$ cat src/rtl/key_switch_pkg.sv
// Shared constants and types for the key/switch input peripheral.
package key_switch_pkg;

  localparam int unsigned DATA_W = 8;
  localparam int unsigned NKEYS  = 4;

  typedef enum logic [1:0] {
    ADDR_SW   = 2'd0,
    ADDR_KEY  = 2'd1,
    ADDR_FLAG = 2'd2,
    ADDR_MASK = 2'd3
  } addr_e;

  typedef logic [NKEYS-1:0]  keyvec_t;
  typedef logic [DATA_W-1:0] data_t;

  function automatic data_t pad_keys(input keyvec_t v);
    return {{(DATA_W-NKEYS){1'b0}}, v};
  endfunction

endpackage

$ cat src/rtl/key_switch_port_if.sv
// CPU-side register port of the key/switch peripheral.
interface key_switch_port_if;
  import key_switch_pkg::*;

  logic [1:0] addr;
  logic       rd_en;
  logic       wr_en;
  data_t      wdata;
  data_t      rdata;
  logic       irq;

  modport master (
    output addr, rd_en, wr_en, wdata,
    input  rdata, irq
  );

  modport slave (
    input  addr, rd_en, wr_en, wdata,
    output rdata, irq
  );

endinterface

$ cat src/rtl/key_debounce.sv
// One pushbutton: 2-flop synchroniser, debounce counter, stable level and press pulse.
module key_debounce #(
  parameter  int unsigned DEBOUNCE_CYCLES = 4,
  localparam int unsigned CNT_W           = $clog2(DEBOUNCE_CYCLES + 1)
) (
  input  logic clk,
  input  logic reset_n,
  input  logic key_raw_i,
  output logic stable_o,
  output logic rise_o
);

  logic             sync1_q, sync2_q;
  logic             stable_q, stable_d;
  logic [CNT_W-1:0] cnt_q, cnt_d;
  logic             kp;
  logic             expire;

  always_ff @(posedge clk or negedge reset_n) begin
    if (!reset_n) begin
      sync1_q  <= 1'b1;
      sync2_q  <= 1'b1;
      stable_q <= 1'b0;
      cnt_q    <= '0;
    end else begin
      sync1_q  <= key_raw_i;
      sync2_q  <= sync1_q;
      stable_q <= stable_d;
      cnt_q    <= cnt_d;
    end
  end

  // Buttons are active-low on the board; kp is 1 while pressed.
  assign kp     = ~sync2_q;
  assign expire = (cnt_q == CNT_W'(DEBOUNCE_CYCLES - 1));

  always_comb begin
    stable_d = stable_q;
    cnt_d    = '0;
    if (kp != stable_q) begin
      if (expire) begin
        stable_d = kp;
      end else begin
        cnt_d = cnt_q + CNT_W'(1);
      end
    end
  end

  assign stable_o = stable_q;
  // High during the cycle whose closing edge takes stable from 0 to 1.
  assign rise_o   = kp & ~stable_q & expire;

endmodule

$ cat src/rtl/key_switch_port.sv
// Memory-mapped switch/pushbutton port: synchronised inputs, sticky press flags, masked irq.
module key_switch_port
  import key_switch_pkg::*;
#(
  parameter int unsigned DEBOUNCE_CYCLES = 4
) (
  input  logic             clk,
  input  logic             reset_n,
  input  logic [NKEYS-1:0] key_raw,
  input  logic [DATA_W-1:0] sw_raw,
  key_switch_port_if.slave bus
);

  data_t   sw_s1_q, sw_s2_q;
  keyvec_t stable, rise;
  keyvec_t flag_q, flag_d;
  keyvec_t mask_q, mask_d;
  keyvec_t clr;
  data_t   rdata_q, rdata_d;
  addr_e   addr_sel;
  logic    unused_wdata;

  assign addr_sel     = addr_e'(bus.addr);
  assign unused_wdata = ^bus.wdata[DATA_W-1:NKEYS];

  for (genvar g = 0; g < NKEYS; g++) begin : gen_key
    key_debounce #(
      .DEBOUNCE_CYCLES(DEBOUNCE_CYCLES)
    ) u_deb (
      .clk      (clk),
      .reset_n  (reset_n),
      .key_raw_i(key_raw[g]),
      .stable_o (stable[g]),
      .rise_o   (rise[g])
    );
  end

  always_ff @(posedge clk or negedge reset_n) begin
    if (!reset_n) begin
      sw_s1_q <= '0;
      sw_s2_q <= '0;
      flag_q  <= '0;
      mask_q  <= '0;
      rdata_q <= '0;
    end else begin
      sw_s1_q <= sw_raw;
      sw_s2_q <= sw_s1_q;
      flag_q  <= flag_d;
      mask_q  <= mask_d;
      rdata_q <= rdata_d;
    end
  end

  always_comb begin
    clr = '0;
    if (bus.rd_en && addr_sel == ADDR_FLAG) begin
      clr = '1;
    end
    if (bus.wr_en && addr_sel == ADDR_FLAG) begin
      clr = clr | bus.wdata[NKEYS-1:0];
    end
    // A press landing on the same edge as a clear must not be lost.
    flag_d = (flag_q & ~clr) | rise;

    mask_d = mask_q;
    if (bus.wr_en && addr_sel == ADDR_MASK) begin
      mask_d = bus.wdata[NKEYS-1:0];
    end

    rdata_d = rdata_q;
    if (bus.rd_en) begin
      case (addr_sel)
        ADDR_SW:   rdata_d = sw_s2_q;
        ADDR_KEY:  rdata_d = pad_keys(stable);
        ADDR_FLAG: rdata_d = pad_keys(flag_q);
        ADDR_MASK: rdata_d = pad_keys(mask_q);
        default:   rdata_d = '0;
      endcase
    end
  end

  assign bus.rdata = rdata_q;
  assign bus.irq   = |(flag_q & mask_q);

endmodule

$ cat src/flat_wrapper.sv
// flat-port wrapper written by rule: the top's interface ports become plain ports
module key_switch_port_flat import key_switch_pkg::*;
#(
  parameter int unsigned DEBOUNCE_CYCLES = 4
)
  (clk, reset_n, key_raw, sw_raw, bus_addr, bus_rd_en, bus_wr_en, bus_wdata, bus_rdata, bus_irq);
  key_switch_port_if bus_i ();
  input  logic clk;
  input  logic reset_n;
  input  logic [NKEYS-1:0] key_raw;
  input  logic [DATA_W-1:0] sw_raw;
  input wire logic [$bits(bus_i.addr)-1:0] bus_addr;
  input wire logic [$bits(bus_i.rd_en)-1:0] bus_rd_en;
  input wire logic [$bits(bus_i.wr_en)-1:0] bus_wr_en;
  input wire logic [$bits(bus_i.wdata)-1:0] bus_wdata;
  output wire logic [$bits(bus_i.rdata)-1:0] bus_rdata;
  output wire logic [$bits(bus_i.irq)-1:0] bus_irq;
  assign bus_i.addr = bus_addr;
  assign bus_i.rd_en = bus_rd_en;
  assign bus_i.wr_en = bus_wr_en;
  assign bus_i.wdata = bus_wdata;
  assign bus_rdata = bus_i.rdata;
  assign bus_irq = bus_i.irq;
  key_switch_port #(.DEBOUNCE_CYCLES(DEBOUNCE_CYCLES)) u_core (.clk(clk), .reset_n(reset_n), .key_raw(key_raw), .sw_raw(sw_raw), .bus(bus_i));
endmodule
$ cat config.mk
export PLATFORM = sky130hd
export DESIGN_NAME = key_switch_port_flat
export DESIGN_NICKNAME = d
export VERILOG_FILES = /design/src/rtl/key_switch_pkg.sv /design/src/rtl/key_switch_port_if.sv /design/src/rtl/key_debounce.sv /design/src/rtl/key_switch_port.sv /design/src/flat_wrapper.sv
export SDC_FILE = /design/constraint.sdc
export NUM_CORES = 1
export LEC_CHECK = 0
export CELL_PAD_IN_SITES_DETAIL_PLACEMENT = 1
export CELL_PAD_IN_SITES_GLOBAL_PLACEMENT = 2
export CORE_MARGIN = 2
export CORE_UTILIZATION = 33
export CTS_BUF_LIST = sky130_fd_sc_hd__clkbuf_8
export CTS_CLUSTER_DIAMETER = 80
export DETAILED_ROUTE_END_ITERATION = 10
export PLACE_DENSITY = 0.75
export SKIP_LAST_GASP = 1
export SYNTH_ARGS = -nofsm -noshare
export SYNTH_HDL_FRONTEND = slang
export SYNTH_SLANG_ARGS = --single-unit
export TNS_END_PERCENT = 5
$ cat constraint.sdc
create_clock -name clk -period 1.3 [get_ports clk]
set_clock_uncertainty 0.1 [all_clocks]
set_input_delay 0.26 -clock clk [delete_from_list [all_inputs] [get_ports clk]]
set_output_delay 0.26 -clock clk [all_outputs]
set_load 0.05 [all_outputs]
## Yosys cells after proc, flatten, opt, wreduce, memory -nomap -nowiden

Cells that the tools add are included.

- Word-level logic and storage cells: 77
- Input port bits: 26
- Output and inout port bits: 9
- Register bits after elaboration: 56

- Bitwise gates (word level): 21
- Multiplexer cells: 11
- Reduce and logical (&&, ||, !) cells: 9
- Add/subtract/negate cells: 4
- Equality and inequality tests: 11

Operator list:

| kind | number |
|---|---|
| 8-bit one-hot mux with 4 select lines | 1 |
| 3-bit two-way mux | 8 |
| 3-bit by 1-bit adder with 3-bit output (second input constant) | 4 |
| 3-bit by 2-bit == test with 1-bit output (second input constant) | 4 |
| 1-bit AND | 8 |
| 4-bit AND | 2 |
| 4-bit two-way mux | 2 |
| 1-bit inverter | 8 |
| 4-bit OR | 2 |
| 2-bit AND reduction | 4 |
| 2-bit == test (second input constant) | 2 |
| 1-bit inequality test | 4 |
| 4-bit inverter | 1 |
| 4-bit OR reduction | 1 |
| 1-bit logical AND | 3 |
| 2-bit by 1-bit == test with 1-bit output (second input constant) | 1 |
| 2-bit logical NOT | 1 |

## Logic depth before layout (Yosys ltp)

- Word-level depth: 8
- Mapped depth: 5
- Gate-level depth less buffers: 5

## By module

Synthesis repeated with hierarchy kept, for this count alone.

- Cells, all modules: 159
- Area total of the unflattened synthesis: 2187.1 µm²

Modules (own cells, without submodules):

| module | area an instance (µm²) | times used | cells an instance | seq. area each (µm²) |
|---|---|---|---|---|
| key_switch_port | 1224.9 | 1 | 91 | 800.8 |
| key_debounce at u_core.gen_key[1].u_deb ... | 240.2 | 3 | 17 | 152.6 |
| key_debounce at u_core.gen_key[0].u_deb | 241.5 | 1 | 17 | 152.6 |

## Worst setup path after synthesis

No wires, ideal clock.

- Kind: reg2reg
- Start: reg u_core.gen_key[2].u_deb.sync2_q
- End: reg u_core.gen_key[2].u_deb.stable_q
- Cell stages (with the launch flop): 6
- Buffers on the path: 0
- Period minus slack after synthesis: 1.414 ns
- Setup slack: -0.114 ns
- Required time: 1.123 ns
- Data arrival time: 1.236 ns
- Library setup time: 0.077 ns
- Path through: dfstp_2 > inv_1 > ha_1 > nor3b_1 > nor2_1 > a21oi_1

- Cells in the longest elaborated chain, start to end: 3

RTL lines:

| what | RTL line | RTL |
|---|---|---|
| start, declared | key_debounce.sv:13 | `logic sync1_q, sync2_q;` |
| start signal, assigned | key_debounce.sv:27 | `sync2_q <= sync1_q;` |
| 1-bit inverter * | key_debounce.sv:34 | `assign kp = ~sync2_q;` |
| net u_core.gen_key[2].u_deb.kp | key_debounce.sv:16 | `logic kp;` |
| 1-bit inequality test | key_debounce.sv:40 | `if (kp != stable_q) begin` |
| 2-bit AND reduction (no source line) | n/a |  |
| end signal, assigned | key_debounce.sv:28 | `stable_q <= stable_d;` |
| end, declared | key_debounce.sv:14 | `logic stable_q, stable_d;` |

The timed path passes the listed nets; every way through them passes the cells marked *.
A chain may end at the register's enable or synchronous reset.

## Worst setup path in the final report

- Start: reg u_core.flag_q[2]
- End: out bus_irq

- Cells in the longest elaborated chain, start to end: 2

RTL lines:

| what | RTL line | RTL |
|---|---|---|
| start, declared | key_switch_port.sv:16 | `keyvec_t flag_q, flag_d;` |
| start signal, assigned | key_switch_port.sv:48 | `flag_q <= flag_d;` |
| 4-bit AND | key_switch_port.sv:83 | `assign bus.irq = \|(flag_q & mask_q);` |
| 4-bit OR reduction | key_switch_port.sv:83 |  |
| end, declared | flat_wrapper.sv:17 | `output wire logic [$bits(bus_i.irq)-1:0] bus_irq;` |

No other way between the ends.

==> key figures <==
Pwr
  • Switching fraction of total power: 0.300
  • Power per Cell Area: 1730 mW/mm²
  • Peak VDD IR: 584 µV
  • Cell-internal power: 3.44 mW
  • Power share of the clock group: 0.220
  • Psw: 1.48 mW
  • Sequential share of power: 0.463
  • Leakage: 1.33 nW
  • Combinational share of power: 0.317

Finish
  • Ant diodes: 0
  • Layout Nets: 246
  • Share of cells above drive strength 1: 0.249
  • Layout area overhead: 35.2%
  • Layout fillers: 645
  • Footprint of the multi-input gates: 644 µm²
  • Core Util, Final: 0.454
  • Reg area: 0.00141 mm²
  • Finished Layout Cells: 290

Setup path
  • Critical path depth: 3
  • CP bufs+invs: 1
  • R2R depth: 4
  • Worst-path fanout max: 2
  • Crit-path cells: a22oi_2, nand2_1, buf_6
  • Setup crit end: bus_irq
  • Crit Reg-Reg Endpoint: u_core.gen_key[3].u_deb.cnt_q[2]
  • R2R Setup Slk: -0.15 ns
  • Critical R2R Launch: u_core.gen_key[3].u_deb.sync2_q
  • Worst setup path start: u_core.flag_q[2]
  • Crit end category: output pin
  • Worst path top cell family by delay: flip-flops
  • Worst path arrival time: 1.16 ns
  • Critical Path RT: 0.94 ns
  • Critical Path Max Stage Delay: 0.40 ns
  • Critical Path Slowest Stage Cell: dfrtp_1
  • CP Class: reg -> out
  • CP startpoint kind: flop

Synthesis
  • Post-synthesis net count: 195
  • Cell count after synthesis: 161
  • EDFF count, synth: 0
  • Sequential area share after synthesis: 0.669
  • Mapped cell area: 0.00211 mm²
  • Share of the synthesized area in the top cell type: 0.569
  • Commonest cells post-synth: 48 x dfrtp_1, 16 x inv_1, 14 x nand2_1
  • Register bit total from synthesis: 56
  • Share of synthesized registers carrying an async set or reset: 1.00
  • Area contributors post-synth: dfrtp_1 57%, dfstp_2 10%, ha_1 4.7%
  • Ys Warns: 0
  • Post-Syn Area per Cell: 13.1 µm²
  • Yosys top cell by area: dfrtp_1
  • Post-synth top flop: dfrtp_1
  • Most frequent cell after synthesis: dfrtp_1
  • Synth cell types: 20

Floorplanning
  • Num rows: 29
  • DIE WIDTH: 84.0 µm
  • IO Pins: 35
  • Die area: 0.00705 mm²
  • Die span in y: 84.0 µm
  • Initial core utilization: 0.336
  • Area of the core: 0.00628 mm²

Routing
  • Via count: 1347
  • Vias/cell: 4.64
  • Post-route DRC: 0
  • Post-Route WL: 4210 µm
  • First-pass DRT Iterations: 4
  • Routed length per instance: 14.5 µm
  • 1st-iter DRT viols: 44
  • Routed Antenna Nets: 0

Clocking
  • CTS Buffer Depth: 2
  • Clock-pin slew on the worst setup and hold paths: 0.09 ns
  • Total CTS buffers: 5
  • TritonCTS clock tree: built
  • # H-tree levels: 2
  • Skew-Pair Late Insertion Delay: 0.30 ns
  • Clock Sinks: 56
  • CTS root buffer: clkbuf_8

Timing
  • Fin. max-slew vios: 0
  • Setup TNS Final: -1.45 ns
  • Final Setup Violations: 21
  • Minimum clock period: 1.52 ns
  • Tcrit/Tclk final: 1.17
  • RSZ-0062 raised after global routing: yes
  • Final Worst Setup Slack: -0.222 ns
  • Highest clock rate: 657 MHz
  • Max_slew headroom: 0.803
  • Worst slew pin tran: 0.296 ns
  • Fin. Hold Viols: 0

Run status
  • Failing checks: setup timing
  • Status: finished, violations left

GRT
  • Grt total ovfl: 0
  • Total GRT Usage: 0.132
  • First-pass GRT wire length: 7350 µm
  • Initial antenna violation count: 0
  • Vias in the first global route: 1504
  • Largest net degree at the start of global routing: 57

Place
  • Port bufs: 30
  • Routability cong.: 0.845
  • Post-DP HPWL: 3020 µm
  • Placed Cells: 276

Job
  • Max_cap viols: 0

Hold path
  • Hold Path Class: in -> reg
==> final cells by class <==
type,count,share of cell area
clock buffers,5,0.0241
clock inverters,3,0.0136
inverters,16,0.0211
multi-input cells,86,0.226
flip-flops and latches,56,0.495
well taps,77,0.0338
repair buffers,47,0.186
==> layout by cell type, fill, tap and decap left out, drive strengths merged <==
master | synthesis | layout
nor3b | 8 | 8
dfstp | 8 | 8
bufinv | 0 | 1
nor2b | 8 | 8
mux2 | 8 | 8
o21ai | 8 | 8
a21oi | 6 | 6
inv | 16 | 17
mux2i | 6 | 6
nand2 | 14 | 14
ha | 8 | 8
nor2 | 3 | 3
a22oi | 2 | 2
dlygate4sd3 | 0 | 1
dfrtp | 48 | 48
buf | 3 | 26
clkbuf | 0 | 5
o221ai | 4 | 4
clkinv | 0 | 1
nand2b | 2 | 2
clkdlybuf4s50 | 0 | 20
nor3 | 4 | 4
nand3 | 5 | 5
==> power groups by stage <==
stage / clock [mW] / combinational (mW) / sequential, mW
after floorplan: 0 / 0.707 / 2.38
after global placement: 0 / 1.37 / 2.29
after detailed placement: 0 / 1.46 / 2.32
after CTS: 1.13 / 1.57 / 2.28
after global routing: 1.22 / 1.70 / 2.32
final: 1.08 / 1.56 / 2.28
==> how the worst min path moves through the flow <==
stage | from | slack [ns] | cells past startpoint | end
3_3_place_gp | reset_n | 0.17 | 2 | u_core.gen_key[0].u_deb.cnt_q[1]
5_1_grt | key_raw[3] | 0.24 | 1 | u_core.gen_key[3].u_deb.sync1_q
2_1_floorplan | reset_n | -0.14 | 0 | u_core.bus.rdata[0]
3_5_place_dp | reset_n | 0.19 | 2 | u_core.gen_key[0].u_deb.cnt_q[0]
6_report | key_raw[3] | 0.26 | 1 | u_core.gen_key[3].u_deb.sync1_q
4_1_cts | key_raw[2] | 0.24 | 1 | u_core.gen_key[2].u_deb.sync1_q
==> registers in the layout, summed over array words and instances (netlist names) <==
signal,cells
u_core.bus.rdata,8
u_core.sw_s2_q,8
u_core.gen_key.u_deb.sync2_q,4
u_core.flag_q,4
u_core.gen_key.u_deb.cnt_q,12
u_core.gen_key.u_deb.stable_o,4
u_core.sw_s1_q,8
u_core.mask_q,4
u_core.gen_key.u_deb.sync1_q,4
==> layer usage <==
metal / part of all wire / wire, µm / up-vias / global-route usage
met5: 0 / 0 / - / 0
met4: 0.015 / 64 / 0 / 0.0484
met1: 0.44 / 1850 / 668 / 0.160
li1: - / - / 642 / -
met3: 0.036 / 152 / 7 / 0.0247
met2: 0.51 / 2150 / 30 / 0.233
==> per-stage QoR <==
stage / hold slack, ns / power, mW / setup slack, ns / instance area, µm²
floorplan: -0.136 / 3.08 / -0.0503 / 2130
global placement: 0.173 / 3.67 / -0.312 / 2690
detailed placement: 0.188 / 3.78 / -0.396 / 2690
CTS: 0.241 / 4.98 / -0.215 / 2840
global route: 0.243 / 5.23 / -0.302 / 2850
finish: 0.258 / 4.92 / -0.222 / 2850
==> kinds of logic after synthesis <==
kind of cell             Yosys count  synth area share
flip-flops                        56             0.669
AND/OR/NAND/NOR                   44             0.110
AO/OA/AOI/OAI                     20            0.0569
buffers and inverters             19            0.0386
multiplexers                      14            0.0783
adder cells (fa/ha/maj)            8            0.0475
==> timing repair <==
| item | CTS | global route |
|---|---|---|
| setup buffers | 4 | 1 |
| pin swaps | 0 | 2 |
| endpoints found under the setup margin | 21 | 23 |
| hold buffers | 1 | 0 |
| gates resized for setup | 2 | 0 |
| hold endpoints to repair | 48 | 0 |
(Power assumes the default switching activity.)
